$ cat src/rtl/id_exe_stage_reg.sv
// id_exe_stage_reg: ID/EXE pipeline register with freeze, flush/bubble squash.
// Define ID_EXE_FWD_EN to register src1/src2 for the forwarding unit.
module id_exe_stage_reg #(
    parameter int WORD  = 32,
    parameter int RADDR = 4
) (
    input  logic             clk,
    input  logic             rst_n,
    input  logic             freeze,
    input  logic             flush,
    input  logic             hazard,
    input  logic             cond_pass,
    input  logic             b_in,
    input  logic [3:0]       exe_cmd_in,
    input  logic             s_in,
    input  logic             wb_en_in,
    input  logic             mem_r_in,
    input  logic             mem_w_in,
    input  logic             ret_in,
    input  logic [WORD-1:0]  pc_in,
    input  logic [WORD-1:0]  val_rn_in,
    input  logic [WORD-1:0]  val_rm_in,
    input  logic             imm_in,
    input  logic [11:0]      shift_op_in,
    input  logic [23:0]      simm24_in,
    input  logic [RADDR-1:0] dest_in,
    input  logic [RADDR-1:0] src1_in,
    input  logic [RADDR-1:0] src2_in,
    input  logic             carry_in,
    output logic             valid_out,
    output logic             b_out,
    output logic [3:0]       exe_cmd_out,
    output logic             s_out,
    output logic             wb_en_out,
    output logic             mem_r_out,
    output logic             mem_w_out,
    output logic             ret_out,
    output logic [WORD-1:0]  pc_out,
    output logic [WORD-1:0]  val_rn_out,
    output logic [WORD-1:0]  val_rm_out,
    output logic             imm_out,
    output logic [11:0]      shift_op_out,
    output logic [23:0]      simm24_out,
    output logic [RADDR-1:0] dest_out,
    output logic             carry_out,
    output logic [RADDR-1:0] src1_out,
    output logic [RADDR-1:0] src2_out
);
    logic             r_valid;
    logic [9:0]       r_ctrl;
    logic [WORD-1:0]  r_pc;
    logic [WORD-1:0]  r_rn;
    logic [WORD-1:0]  r_rm;
    logic             r_imm;
    logic [11:0]      r_shift;
    logic [23:0]      r_simm;
    logic [RADDR-1:0] r_dest;
    logic             r_carry;
    logic             w_kill;

    assign w_kill = flush | hazard | ~cond_pass;

    always_ff @(posedge clk or negedge rst_n) begin
        if (!rst_n) begin
            r_valid <= 1'b0;
            r_ctrl  <= '0;
            r_pc    <= '0;
            r_rn    <= '0;
            r_rm    <= '0;
            r_imm   <= 1'b0;
            r_shift <= '0;
            r_simm  <= '0;
            r_dest  <= '0;
            r_carry <= 1'b0;
        end else if (!freeze) begin
            r_valid <= ~w_kill;
            r_ctrl  <= w_kill ? '0 : {b_in, exe_cmd_in, s_in, wb_en_in, mem_r_in, mem_w_in, ret_in};
            r_pc    <= pc_in;
            r_rn    <= val_rn_in;
            r_rm    <= val_rm_in;
            r_imm   <= imm_in;
            r_shift <= shift_op_in;
            r_simm  <= simm24_in;
            r_dest  <= dest_in;
            r_carry <= carry_in;
        end
    end

`ifdef ID_EXE_FWD_EN
    logic [RADDR-1:0] r_src1;
    logic [RADDR-1:0] r_src2;

    // Cleared on a bubble so a squashed slot never aliases an R0 match.
    always_ff @(posedge clk or negedge rst_n) begin
        if (!rst_n) begin
            r_src1 <= '0;
            r_src2 <= '0;
        end else if (!freeze) begin
            r_src1 <= w_kill ? '0 : src1_in;
            r_src2 <= w_kill ? '0 : src2_in;
        end
    end

    assign src1_out = r_src1;
    assign src2_out = r_src2;
`else
    logic w_unused_src;

    assign w_unused_src = ^{src1_in, src2_in};
    assign src1_out     = '0;
    assign src2_out     = '0;
`endif

    assign valid_out    = r_valid;
    assign {b_out, exe_cmd_out, s_out, wb_en_out, mem_r_out, mem_w_out, ret_out} = r_ctrl;
    assign pc_out       = r_pc;
    assign val_rn_out   = r_rn;
    assign val_rm_out   = r_rm;
    assign imm_out      = r_imm;
    assign shift_op_out = r_shift;
    assign simm24_out   = r_simm;
    assign dest_out     = r_dest;
    assign carry_out    = r_carry;
endmodule

$ cat config.mk
export PLATFORM = sky130hd
export DESIGN_NAME = id_exe_stage_reg
export DESIGN_NICKNAME = d
export VERILOG_FILES = /design/src/rtl/id_exe_stage_reg.sv
export SDC_FILE = /design/constraint.sdc
export NUM_CORES = 1
export LEC_CHECK = 0
export CELL_PAD_IN_SITES_DETAIL_PLACEMENT = 1
export CELL_PAD_IN_SITES_GLOBAL_PLACEMENT = 1
export CORE_MARGIN = 1.5
export CORE_UTILIZATION = 28
export CTS_BUF_LIST = sky130_fd_sc_hd__clkbuf_16
export CTS_CLUSTER_DIAMETER = 150
export CTS_CLUSTER_SIZE = 24
export DETAILED_ROUTE_END_ITERATION = 6
export GPL_TIMING_DRIVEN = 1
export PLACE_DENSITY_LB_ADDON = 0.1
export SYNTH_ARGS = -nofsm -noshare
export SYNTH_HDL_FRONTEND = slang
export SYNTH_SLANG_ARGS = --single-unit
$ cat constraint.sdc
create_clock -name clk -period 0.8 [get_ports clk]
set_input_delay 0.16 -clock clk [delete_from_list [all_inputs] [get_ports clk]]
set_output_delay 0.16 -clock clk [all_outputs]
set_load 0.03 [all_outputs]
# Word level (Yosys, flattened, before mapping)
# Index checks and enable logic that the tools add are counted.
[totals]
ff_bits = 149
input_bits = 162
output_inout_bits = 157
word_cells = 15
[classes]
muxes = 1
bitwise_logic = 4
[ops]
columns = ["cell", "n"]
rows = [
  ["$mux W10", 1],
  ["$not A1 Y1", 2],
  ["$or A1 B1 Y1", 2],
]

# Longest topological paths before layout
# Gate-level depths: netlist of run 1.
[logic_depth]
depth_word = 3
mapped_depth = 4
mapped_depth_nobuf = 2

# Worst setup path after synthesis of run 1
# OpenSTA, ideal clock, no wires.
[synth_timing]
path_type = "input to register"
startpoint = "in freeze"
endpoint = "reg r_pc[0], in the netlist pc_out[0]"
setup_ps = 125
arrival_time_ps = 860
required_time_ps = 675
setup_slack_ps = -185
stages = 4
n_path_buf = 3
path_cell_list = "buf_6 buf_6 buf_6 mux2_4"
[synth_rtl]
columns = ["item", "line", "source"]
rows = [
  ["start, declared", "9", "input logic freeze,"],
  ["end signal, assigned", "78", "r_pc <= pc_in;"],
  ["end, declared", "51", "logic [WORD-1:0] r_pc;"],
]
# No word-level cell between the ends.

# Worst setup path in the final report of run 1
[layout_timing]
startpoint = "reg r_rn[4], in the netlist val_rn_out[4]"
endpoint = "out val_rn_out[4]"
[layout_rtl]
columns = ["item", "line", "source"]
rows = [
  ["start, declared", "52", "logic [WORD-1:0] r_rn;"],
  ["start signal, assigned", "79", "r_rn <= val_rn_in;"],
  ["end, declared", "39", "output logic [WORD-1:0] val_rn_out,"],
]
# No word-level cell between the ends.

==> results.md, run 1 <==
* Most common cell in the netlist: dfrtp_1
* Placed cell area at 9140 sq um
* Inserted Clock Buffers at 17
* Core area at 21200 sq um
* Max-slew violations at 0
* DR WL/cell at 18.1 microns
* Reg area at 3740 sq um
* Footprint of the multi-input gates at 2190 sq um
* Critical path's largest stage delay at 0.42 ns
* CP top delay family: flip-flops
* Syn Inst Count at 337
* Placer Congestion at 0.740
* Synth Register Bits at 149
* Crit-path max FO at 2
* Initial Utilization at 28.7%
* Slowest CP cell: dfrtp_1
* Clock latency on the worst-skew pair at 0.42 ns
* Crit path buffers/inverters at 1
* Cells taking the most area after synthesis: dfrtp_1, mux2_4, mux2_2
* Failing checks: setup timing
* Die X at 150 microns
* Post-layout min period at 1.15 ns
* Number of synthesized flops with an enable pin at 0
* Crit path cell chain: buf_12
* Synth cell types at 11
* Initial antenna violation count at 0
* H-tree Lvls at 4
* Highest clock rate at 873 MHz
* Top cells by count, synth: dfrtp_1, mux2_4, mux2_2, buf_6
* I/O Buffers at 302
* Boundary pin count at 319
* DIE AREA at 22500 sq um
* Yosys top cell by area: dfrtp_1
* Finish-stage setup viols at 217
* Sequential-to-total area share from yosys stat at 61.5%
* Pin count of the biggest net entering global routing at 35
* Post-route design area at 11000 sq um
* Synthesis-to-finish area growth at 81.1%
* Via Count at 4279
* Number of global-route vias before repair at 4764
* Max-cap violations at 0
* RSZ-0062 raised after global routing: true
* Synth async-reset ratio at 100%
* DRT iter0 DRCs at 54
* Ys Warns at 0
* Crit path DAT at 0.99 ns
* Worst ir drop on vdd at 1.18 mV
* Synthesized area per cell at 18.0 sq um
* Critical path data required time at 0.64 ns
* TritonCTS clock tree: yes
* Post-DRT Antenna Nets at 0
* Total GRT Usage at 15.9%
* Final net count at 891
* Clock root buffer: clkbuf_16
* Status: finished with violations
* CTS Sinks at 149
* Die height at 150 microns
* HP Class: in2async
* Synth top area share at 61.5%
* Dpl hpwl at 12900 microns
* Final period util at 143%
* Reg clk slew, reported paths at 0.06 ns
* GR Overflow Total at 0
* Startpoint types: flip-flop
* Setup ws final at -0.346 ns
* Final Hold Viols at 0
* Fillers at 2063
* Via density at 4.20
* Final setup TNS at -52.30 ns
* Drt first pass iters at 4
* Setup Skew at 0 ns
* Utilization after layout at 51.9%
* Leak Pwr at 5.18 nW
* Worst-case clock buffer depth at 2
* Critical path class: reg2out
* Row count at 53
* DRC at 0
* PwrDens at 2110 nW/um^2
* Total wire length at 18400 microns
* Synth Flop Type: dfrtp_1
* First-pass GRT wire length at 27000 microns
* Synthesized area at 6060 sq um
* Layout cells sized above 1 at 56.5%
* Worst setup EP type: output port
logic make-up after synthesis:
family                 Yosys count  synth area share (%)
flip-flops                     149                  61.5
multiplexers                   139                  32.0
buffers and inverters           27                  3.82
AND/OR/NAND/NOR                 11                  1.16
AO/OA/AOI/OAI                   10                  1.44
other                            1                0.0619
routing by layer:
metal | GRT usage (%) | wire [microns]
met1 | 18.9 | 7520
met4 | 6.18 | 300
met3 | 6.03 | 1640
met5 | 0 | 0
met2 | 26.1 | 8980
final timing paths:
check | start | end | slack, ns | cells after the start
hold reg to reg | imm_out | imm_out | 0.53 | 1
min in group clk | freeze | simm24_out[14] | 0.25 | 3
max in group asynchronous | rst_n | val_rn_out[27] | 0.14 | 3
setup / recovery | val_rn_out[4] | val_rn_out[4] | -0.35 | 1
hold / removal | rst_n | pc_out[29] | 0.20 | 2
setup reg to reg | val_rm_out[18] | val_rm_out[18] | -0.12 | 2
metrics by stage:
| stage | instances | setup WS (ns) | power (W) | hold WS, ns |
|---|---|---|---|---|
| 6_report | 1018 | -0.346 | 0.0232 | 0.203 |
| 5_1_grt | 1017 | -0.378 | 0.0241 | 0.206 |
| 4_1_cts | 989 | -0.371 | 0.0231 | 0.186 |
| 3_5_place_dp | 915 | -0.553 | 0.0141 | 0.0657 |
| 3_3_place_gp | 915 | -0.536 | 0.0140 | 0.0587 |
| 2_1_floorplan | 344 | -0.167 | 0.0116 | -0.136 |
timing repair:
| action | in CTS | in global routing |
|---|---|---|
| resized for setup | 153 | 44 |
| hold buffers | 1 | 0 |
| endpoints found under the setup margin | 160 | 207 |
| buffers inserted | 40 | 43 |
| endpoints found under the hold margin | 149 | 0 |
| cloned | 1 | 0 |
| pin swaps | 1 | 0 |
layout make-up:
class | instances | share of cell area, %
clock inverters | 15 | 1.41
well taps | 275 | 3.13
flip-flops and latches | 149 | 34.1
multi-input cells | 168 | 20.0
diodes | 1 | 0.0228
clock buffers | 17 | 3.87
repair buffers | 393 | 37.5
flip-flops by register name (all words and copies together) (netlist names):
name          count
pc_out           32
carry_out         1
simm24_out       24
valid_out         1
dest_out          4
val_rn_out       32
shift_op_out     12
imm_out           1
r_ctrl           10
val_rm_out       32
power breakdown:
| group | total (W) | internal, W | switching (W) |
|---|---|---|---|
| registers | 0.00885 | 0.00827 | 0.000580 |
| logic | 0.00632 | 0.00357 | 0.00274 |
| clock network | 0.00803 | 0.00462 | 0.00341 |
cell usage in the layout, fill, tap and decap left out:
master / n
buf_4: 51
clkbuf_16: 17
diode_2: 1
inv_1: 1
clkbuf_8: 1
mux2_2: 25
dlygate4sd2_1: 3
nor3b_4: 1
conb_1: 8
clkinv_4: 2
clkinvlp_4: 3
bufinv_16: 2
inv_6: 5
nor2b_1: 10
buf_12: 9
clkdlybuf4s15_2: 1
dfrtp_1: 140
clkdlybuf4s50_1: 148
dlygate4sd3_1: 1
a22o_1: 10
mux2_4: 114
clkinv_1: 2
buf_6: 179
dfrtp_2: 9
Power figures use the tool's default switching activity.
==> inputs of run 2 (changes only) <==
--- a/config.mk
+++ b/config.mk
@@ -5,6 +5,8 @@
 export SDC_FILE = /design/constraint.sdc
 export NUM_CORES = 1
 export LEC_CHECK = 0
+export ABC_CLOCK_PERIOD_IN_PS = 800
+export CAP_MARGIN = 20
 export CELL_PAD_IN_SITES_DETAIL_PLACEMENT = 1
 export CELL_PAD_IN_SITES_GLOBAL_PLACEMENT = 1
 export CORE_MARGIN = 1.5
==> results of run 2 <==
The final DEF is identical to that of run 1; final timing and power are the same.
==> inputs of run 3 (changes only) <==
--- a/config.mk
+++ b/config.mk
@@ -6,7 +6,6 @@
 export NUM_CORES = 1
 export LEC_CHECK = 0
 export ABC_CLOCK_PERIOD_IN_PS = 800
-export CAP_MARGIN = 20
 export CELL_PAD_IN_SITES_DETAIL_PLACEMENT = 1
 export CELL_PAD_IN_SITES_GLOBAL_PLACEMENT = 1
 export CORE_MARGIN = 1.5
==> results of run 3 <==
The final DEF is identical to that of run 1; final timing and power are the same.
